<file path="config.mk">
export PLATFORM = sky130hd
export DESIGN_NAME = instr_fetch_unit_flat
export DESIGN_NICKNAME = d
export VERILOG_FILES = /design/src/rtl/instr_fetch_unit_if.sv /design/src/rtl/instr_fetch_unit.sv /design/src/flat_wrapper.sv
export SDC_FILE = /design/constraint.sdc
export NUM_CORES = 1
export LEC_CHECK = 0
export ABC_AREA = 1
export CORE_UTILIZATION = 35
export DETAILED_ROUTE_END_ITERATION = 7
export GPL_TIMING_DRIVEN = 1
export HOLD_SLACK_MARGIN = 0.02
export PLACE_DENSITY_LB_ADDON = 0.05
export SLEW_MARGIN = 20
export SYNTH_ARGS = -nofsm -noshare
export SYNTH_HDL_FRONTEND = slang
export SYNTH_SLANG_ARGS = --single-unit
</file>
<file path="constraint.sdc">
create_clock -name clk -period 3.25 [get_ports clk]
set_clock_uncertainty 0.15 [all_clocks]
set_input_delay 0.65 -clock clk [delete_from_list [all_inputs] [get_ports clk]]
set_output_delay 0.65 -clock clk [all_outputs]
set_load 0.01 [all_outputs]
</file>
<file path="src/rtl/instr_fetch_unit_if.sv">
// Instruction-memory request/response bus between the fetch unit and memory.
//   imem_req    : fetch request, valid for imem_addr
//   imem_addr   : byte address of the requested word
//   imem_ready  : memory accepts a request when req && ready
//   imem_rvalid : read data valid
//   imem_rdata  : instruction word
interface instr_fetch_unit_if;
  localparam int unsigned XLEN = 32;

  logic            imem_req;
  logic [XLEN-1:0] imem_addr;
  logic            imem_ready;
  logic            imem_rvalid;
  logic [XLEN-1:0] imem_rdata;

  // Fetch unit side
  modport master (
    output imem_req,
    output imem_addr,
    input  imem_ready,
    input  imem_rvalid,
    input  imem_rdata
  );

  // Memory side
  modport slave (
    input  imem_req,
    input  imem_addr,
    output imem_ready,
    output imem_rvalid,
    output imem_rdata
  );
endinterface

</file>
<file path="src/rtl/instr_fetch_unit.sv">
// Instruction fetch stage feeding a single-cycle control unit.
// Holds the PC, fetches one word per step over the imem bus, presents the
// instruction for one or more EXEC cycles, then updates the PC from the
// jump / Branch / zero signals returned by the control unit and ALU.
// Ports:
//   clk, rst_n    : clock, asynchronous active-low reset
//   imem          : instruction-memory bus (master side)
//   instr, opcode : current instruction and its [31:26] field (opcode comb.)
//   instr_valid   : high exactly in EXEC cycles
//   pc, pc_plus4  : current PC and PC+4 (pc_plus4 comb.)
//   Branch, jump, zero : next-PC controls, only used in EXEC
//   exec_stall    : holds EXEC
//   halted, fault : sticky terminal status
//   retired       : completed instruction count (wraps)
module instr_fetch_unit #(
  parameter logic [31:0] RESET_PC  = 32'h0000_0000,
  parameter logic [31:0] HALT_WORD = 32'hFFFF_FFFF
) (
  input  logic                       clk,
  input  logic                       rst_n,
  instr_fetch_unit_if.master         imem,
  output logic [31:0]                instr,
  output logic [5:0]                 opcode,
  output logic                       instr_valid,
  output logic [31:0]                pc,
  output logic [31:0]                pc_plus4,
  input  logic                       Branch,
  input  logic                       jump,
  input  logic                       zero,
  input  logic                       exec_stall,
  output logic                       halted,
  output logic                       fault,
  output logic [31:0]                retired
);

  localparam int unsigned XLEN  = 32;
  localparam int unsigned OPC_W = 6;

  typedef enum logic [2:0] {
    S_IDLE  = 3'd0,
    S_FETCH = 3'd1,
    S_WAIT  = 3'd2,
    S_EXEC  = 3'd3,
    S_HALT  = 3'd4,
    S_FAULT = 3'd5
  } state_e;

  state_e          state_q, state_d;
  logic [XLEN-1:0] pc_q, pc_d;
  logic [XLEN-1:0] instr_q, instr_d;
  logic [XLEN-1:0] retired_q, retired_d;
  logic            instr_valid_q, instr_valid_d;
  logic            req_q, req_d;
  logic            halted_q, halted_d;
  logic            fault_q, fault_d;

  logic [XLEN-1:0] pc_plus4_c;
  logic [XLEN-1:0] jump_target_c;
  logic [XLEN-1:0] branch_off_c;
  logic [XLEN-1:0] next_pc_c;

  // Next-PC candidates; all arithmetic wraps modulo 2^32
  always_comb begin
    pc_plus4_c    = pc_q + XLEN'(4);
    jump_target_c = {pc_plus4_c[31:28], instr_q[25:0], 2'b00};
    branch_off_c  = {{14{instr_q[15]}}, instr_q[15:0], 2'b00};
    if (jump) begin
      next_pc_c = jump_target_c;
    end else if (Branch && zero) begin
      next_pc_c = pc_plus4_c + branch_off_c;
    end else begin
      next_pc_c = pc_plus4_c;
    end
  end

  // Next-state and registered-output logic
  always_comb begin
    state_d   = state_q;
    pc_d      = pc_q;
    instr_d   = instr_q;
    retired_d = retired_q;

    case (state_q)
      S_IDLE: state_d = S_FETCH;
      S_FETCH: begin
        if (pc_q[1:0] != 2'b00) begin
          state_d = S_FAULT;
        end else if (imem.imem_ready) begin
          state_d = S_WAIT;
        end
      end
      S_WAIT: begin
        if (imem.imem_rvalid) begin
          instr_d = imem.imem_rdata;
          state_d = (imem.imem_rdata == HALT_WORD) ? S_HALT : S_EXEC;
        end
      end
      S_EXEC: begin
        if (!exec_stall) begin
          pc_d      = next_pc_c;
          retired_d = retired_q + XLEN'(1);
          state_d   = S_FETCH;
        end
      end
      S_HALT, S_FAULT: state_d = state_q;
      default: state_d = S_IDLE;
    endcase

    // Outputs are registered, so they are derived from the upcoming state;
    // a misaligned PC reports fault already in the FETCH cycle that sees it.
    req_d         = (state_d == S_FETCH) && (pc_d[1:0] == 2'b00);
    instr_valid_d = (state_d == S_EXEC);
    halted_d      = halted_q || (state_d == S_HALT);
    fault_d       = fault_q || ((state_d == S_FETCH) && (pc_d[1:0] != 2'b00));
  end

  // State register
  always_ff @(posedge clk or negedge rst_n) begin
    if (!rst_n) begin
      state_q       <= S_IDLE;
      pc_q          <= RESET_PC;
      instr_q       <= '0;
      retired_q     <= '0;
      instr_valid_q <= 1'b0;
      req_q         <= 1'b0;
      halted_q      <= 1'b0;
      fault_q       <= 1'b0;
    end else begin
      state_q       <= state_d;
      pc_q          <= pc_d;
      instr_q       <= instr_d;
      retired_q     <= retired_d;
      instr_valid_q <= instr_valid_d;
      req_q         <= req_d;
      halted_q      <= halted_d;
      fault_q       <= fault_d;
    end
  end

  assign imem.imem_req  = req_q;
  assign imem.imem_addr = pc_q;
  assign instr          = instr_q;
  assign opcode         = instr_q[XLEN-1 -: OPC_W];
  assign instr_valid    = instr_valid_q;
  assign pc             = pc_q;
  assign pc_plus4       = pc_plus4_c;
  assign halted         = halted_q;
  assign fault          = fault_q;
  assign retired        = retired_q;

endmodule

</file>
<file path="src/flat_wrapper.sv">
// flat-port wrapper written by rule: the top's interface ports become plain ports
module instr_fetch_unit_flat 
#(
  parameter logic [31:0] RESET_PC  = 32'h0000_0000,
  parameter logic [31:0] HALT_WORD = 32'hFFFF_FFFF
)
  (clk, rst_n, instr, opcode, instr_valid, pc, pc_plus4, Branch, jump, zero, exec_stall, halted, fault, retired, imem_imem_req, imem_imem_addr, imem_imem_ready, imem_imem_rvalid, imem_imem_rdata);
  instr_fetch_unit_if imem_i ();
  input  logic clk;
  input  logic rst_n;
  output logic [31:0] instr;
  output logic [5:0] opcode;
  output logic instr_valid;
  output logic [31:0] pc;
  output logic [31:0] pc_plus4;
  input  logic Branch;
  input  logic jump;
  input  logic zero;
  input  logic exec_stall;
  output logic halted;
  output logic fault;
  output logic [31:0] retired;
  output wire logic [$bits(imem_i.imem_req)-1:0] imem_imem_req;
  output wire logic [$bits(imem_i.imem_addr)-1:0] imem_imem_addr;
  input wire logic [$bits(imem_i.imem_ready)-1:0] imem_imem_ready;
  input wire logic [$bits(imem_i.imem_rvalid)-1:0] imem_imem_rvalid;
  input wire logic [$bits(imem_i.imem_rdata)-1:0] imem_imem_rdata;
  assign imem_imem_req = imem_i.imem_req;
  assign imem_imem_addr = imem_i.imem_addr;
  assign imem_i.imem_ready = imem_imem_ready;
  assign imem_i.imem_rvalid = imem_imem_rvalid;
  assign imem_i.imem_rdata = imem_imem_rdata;
  instr_fetch_unit #(.RESET_PC(RESET_PC), .HALT_WORD(HALT_WORD)) u_core (.clk(clk), .rst_n(rst_n), .imem(imem_i), .instr(instr), .opcode(opcode), .instr_valid(instr_valid), .pc(pc), .pc_plus4(pc_plus4), .Branch(Branch), .jump(jump), .zero(zero), .exec_stall(exec_stall), .halted(halted), .fault(fault), .retired(retired));
endmodule
</file>
==> results.md <==
- Status: completed
- Clock Sinks: between 100 and 150
- Asr flop ratio synth: 1.00
- Worst-Skew Late Latency: approximately 360 ps
- List of most frequent post-synthesis cells: nand2_1 (289), inv_1 (150), nor2_1 (116), dfrtp_1 (103), a21oi_1 (72)
- Cell Area, Synth: ~0.0080 mm²
- RSZ-0062 raised after global routing: true
- Hold WS: 212 ps
- Core area: roughly 0.022 mm²
- Number of nets still failing antenna checks after routing: 0
- Critical Path AT: 2410 ps
- Post-place setup slack: -203 ps
- Worst Path Max Fanout: 3
- Slew HR: 0.470
- Fin crit share: 0.986
- Yosys cell types: 46
- Clock Path Buffers: 2
- Worst setup EP type: output pin
- Logic pwr share: 0.254
- Switching Share: 0.320
- GRT overflow: 0
- Pre-antenna DRT Iters: 6
- Simple-gate area share of the yosys netlist: 0.307
- Drt wl/cell: 17.8 µm
- Routability congestion estimate: roughly 0.89
- Pwr dens: between 200 and 300 mW/mm²
- Syn Area/Cell: slightly above 7 µm²
- Final Hold Fails: 0
- Antenna diode count: 0
- Synth top area cells: dfrtp_1 (32%), nand2_1 (14%), inv_1 (7.0%)
- Clock root buffer master: clkbuf_16
- Sequential power share: 0.406
- R2R Setup Slk: ~50 ps
- Adder-Cell Fraction of Synth Area: 0.0605
- Layout cells sized above 1: 0.229
- Hold buffer count at cts: 0
- Leakage: ~5.9 nW
- Post-synthesis xor/xnor area fraction: 0.0625
- Worst vdd ir: between 0.2 and 0.25 mV
- CTS clock-pin slew for the worst setup and hold paths: approximately 80 ps
- Largest area contributor in the netlist: dfrtp_1
- Synthesized net count: around 1200
- DR iter-0 viols: between 400 and 500
- Cell count after synthesis: 1129
- Max-cap violations: 0
- Worst setup margin: ~44 ps
- TritonCTS buffer count: 9
- Nets: roughly 1500
- Area added between synthesis and finish: 50.5%
- Port Buffers: around 210
- Startpoint types: flop
- Fmax: ~0.31 GHz
- Total I/O pin count: 210
- DR vias: 8561
- Number of synthesized flops with an enable pin: 0
- Die width: around 150 µm
- Int Power: 2.24 mW
- H-tree depth: 3
- Top-area cell type share of the netlist area: 0.323
- GRT Overall Usage: 0.259
- First-pass GRT wire length: approximately 46 mm
- Worst Tran Pin Value: 796 ps
- Initial antenna violation count: 0
- Row cnt: between 50 and 60
- Vias/cell: around 5.0
- Sw Pwr: 1.05 mW
- Post-synthesis sequential area ratio: 0.323
- Most common cell in the netlist: nand2_1
- Die height: ~150 µm
- Ys flop type: dfrtp_1
- CP Class: reg -> out
- Post-layout min period: about 3200 ps
- Largest net degree at the start of global routing: between 50 and 60
- Mux cell area share after synthesis: 0.0310
- Synth warn: 0
- Die area: 0.0234 mm²
- # DRC: 0
- DP HPWL: roughly 24 mm
- Initial Util: 0.362
- Synth Area in Compound Gates: 0.0966
- CTS tree: done
- Worst Hold Class: in -> async
- Clock Power Share: 0.340
- Slew Limit Fails: 0
- Vias in the first global route: roughly 8100
- Routed WL: ~31 mm
- Main combinational cell family by area after synthesis: simple AND/OR/NAND/NOR gates
- CP Data Required Time: ~2500 ps
- Final setup violating endpoints: 0
- Seq cells post-synth: around 100
==> critical path, cell delays in order, from the launching register on <==
cell and delay (ps):
dfrtp_1 400, inv_1 100, buf_4 150, nor3_1 190, and3_1 260, nand3_1 90, nand2_1 160, buf_4 160
clkdlybuf4s50_1 530
==> kinds of logic after synthesis <==
kind of cell,Yosys count
flip-flops,103
AO/OA/AOI/OAI,140
AND/OR/NAND/NOR,556
buffers and inverters,213
adder cells (fa/ha/maj),38
XOR/XNOR,57
multiplexers,22
==> metal layers <==
layer	up-vias	wire, µm	track usage
met1	4007	14100	0.354
met2	309	13700	0.413
li1	4205	-	-
met4	0	703	0.0760
met5	-	0	0
met3	40	1980	0.0493
==> layout by cell type (no fill, tap or decap), types with 8 or more instances in the layout <==
| master | count |
|---|---|
| a21oi_1 | 55 |
| a21oi_2 | 16 |
| buf_4 | 141 |
| clkbuf_16 | 9 |
| clkdlybuf4s50_1 | 197 |
| dfrtp_1 | 93 |
| dfrtp_2 | 10 |
| ha_1 | 25 |
| ha_4 | 11 |
| inv_1 | 143 |
| inv_2 | 10 |
| mux2_2 | 22 |
| nand2_1 | 264 |
| nand2_2 | 23 |
| nand3_1 | 64 |
| nand3_2 | 10 |
| nand4_1 | 22 |
| nor2_1 | 96 |
| nor2_2 | 18 |
| nor2_4 | 12 |
| nor3_1 | 15 |
| o21ai_0 | 33 |
| o21bai_1 | 8 |
| xnor2_1 | 16 |
| xor2_1 | 32 |
==> registers in the layout, summed over array words and instances (netlist names) <==
register	flops
u_core.fault	1
u_core.halted	1
u_core.imem.imem_addr	32
u_core.imem.imem_req	1
u_core.instr	32
u_core.instr_valid	1
u_core.retired	32
u_core.state_q	3
==> path summary, 6_finish.rpt <==
kind	startpoint	endpoint	depth (start not counted)
max reg2reg	u_core.imem.imem_addr[2]	u_core.imem.imem_addr[26]	19
max in group asynchronous	rst_n	u_core.instr_valid	2
min	rst_n	u_core.imem.imem_addr[31]	1
min in group clk	u_core.retired[31]	u_core.retired[31]	1
max	u_core.imem.imem_addr[5]	pc_plus4[28]	8
min reg2reg	u_core.retired[31]	u_core.retired[31]	1
==> final cells by class <==
class                      instances  area [µm²]
sequential                       103        2590
timing repair buffer             350        3170
fill                            2190       10100
inverter                         156         587
clock buffer                       9         225
multi-input combinational        813        5030
tap                              280         350
clock inverter                     7        63.8
==> stage by stage <==
stage / cell area, µm² / total power [mW] / TNS [ps] / utilization / std cells
6_report: 12000 / 3.29 / 0 / 0.544 / 1718
2_1_floorplan: 7990 / 1.70 / 0 / - / 1129
3_5_place_dp: 11000 / 2.11 / -1280 / 0.497 / 1683
5_1_grt: 12000 / 3.43 / -419 / 0.544 / 1718
3_3_place_gp: 11000 / 2.11 / -1480 / 0.497 / 1683
4_1_cts: 11500 / 3.26 / -32.8 / 0.518 / 1707
==> what timing repair did <==
item,4_1_cts,5_1_grt
endpoints found under the setup margin,31,34
pin swaps,7,36
setup buffers,8,11
endpoints found under the hold margin,0,0
resized for setup,37,126
==> power groups by stage <==
stage | clock (mW) | combinational [mW] | sequential (mW)
global route | 1.19 | 0.906 | 1.34
finish | 1.12 | 0.837 | 1.33
CTS | 1.15 | 0.775 | 1.33
detailed placement | 0 | 0.752 | 1.36
global placement | 0 | 0.755 | 1.36
floorplan | 0 | 0.328 | 1.37
Power figures use the tool's default switching activity.
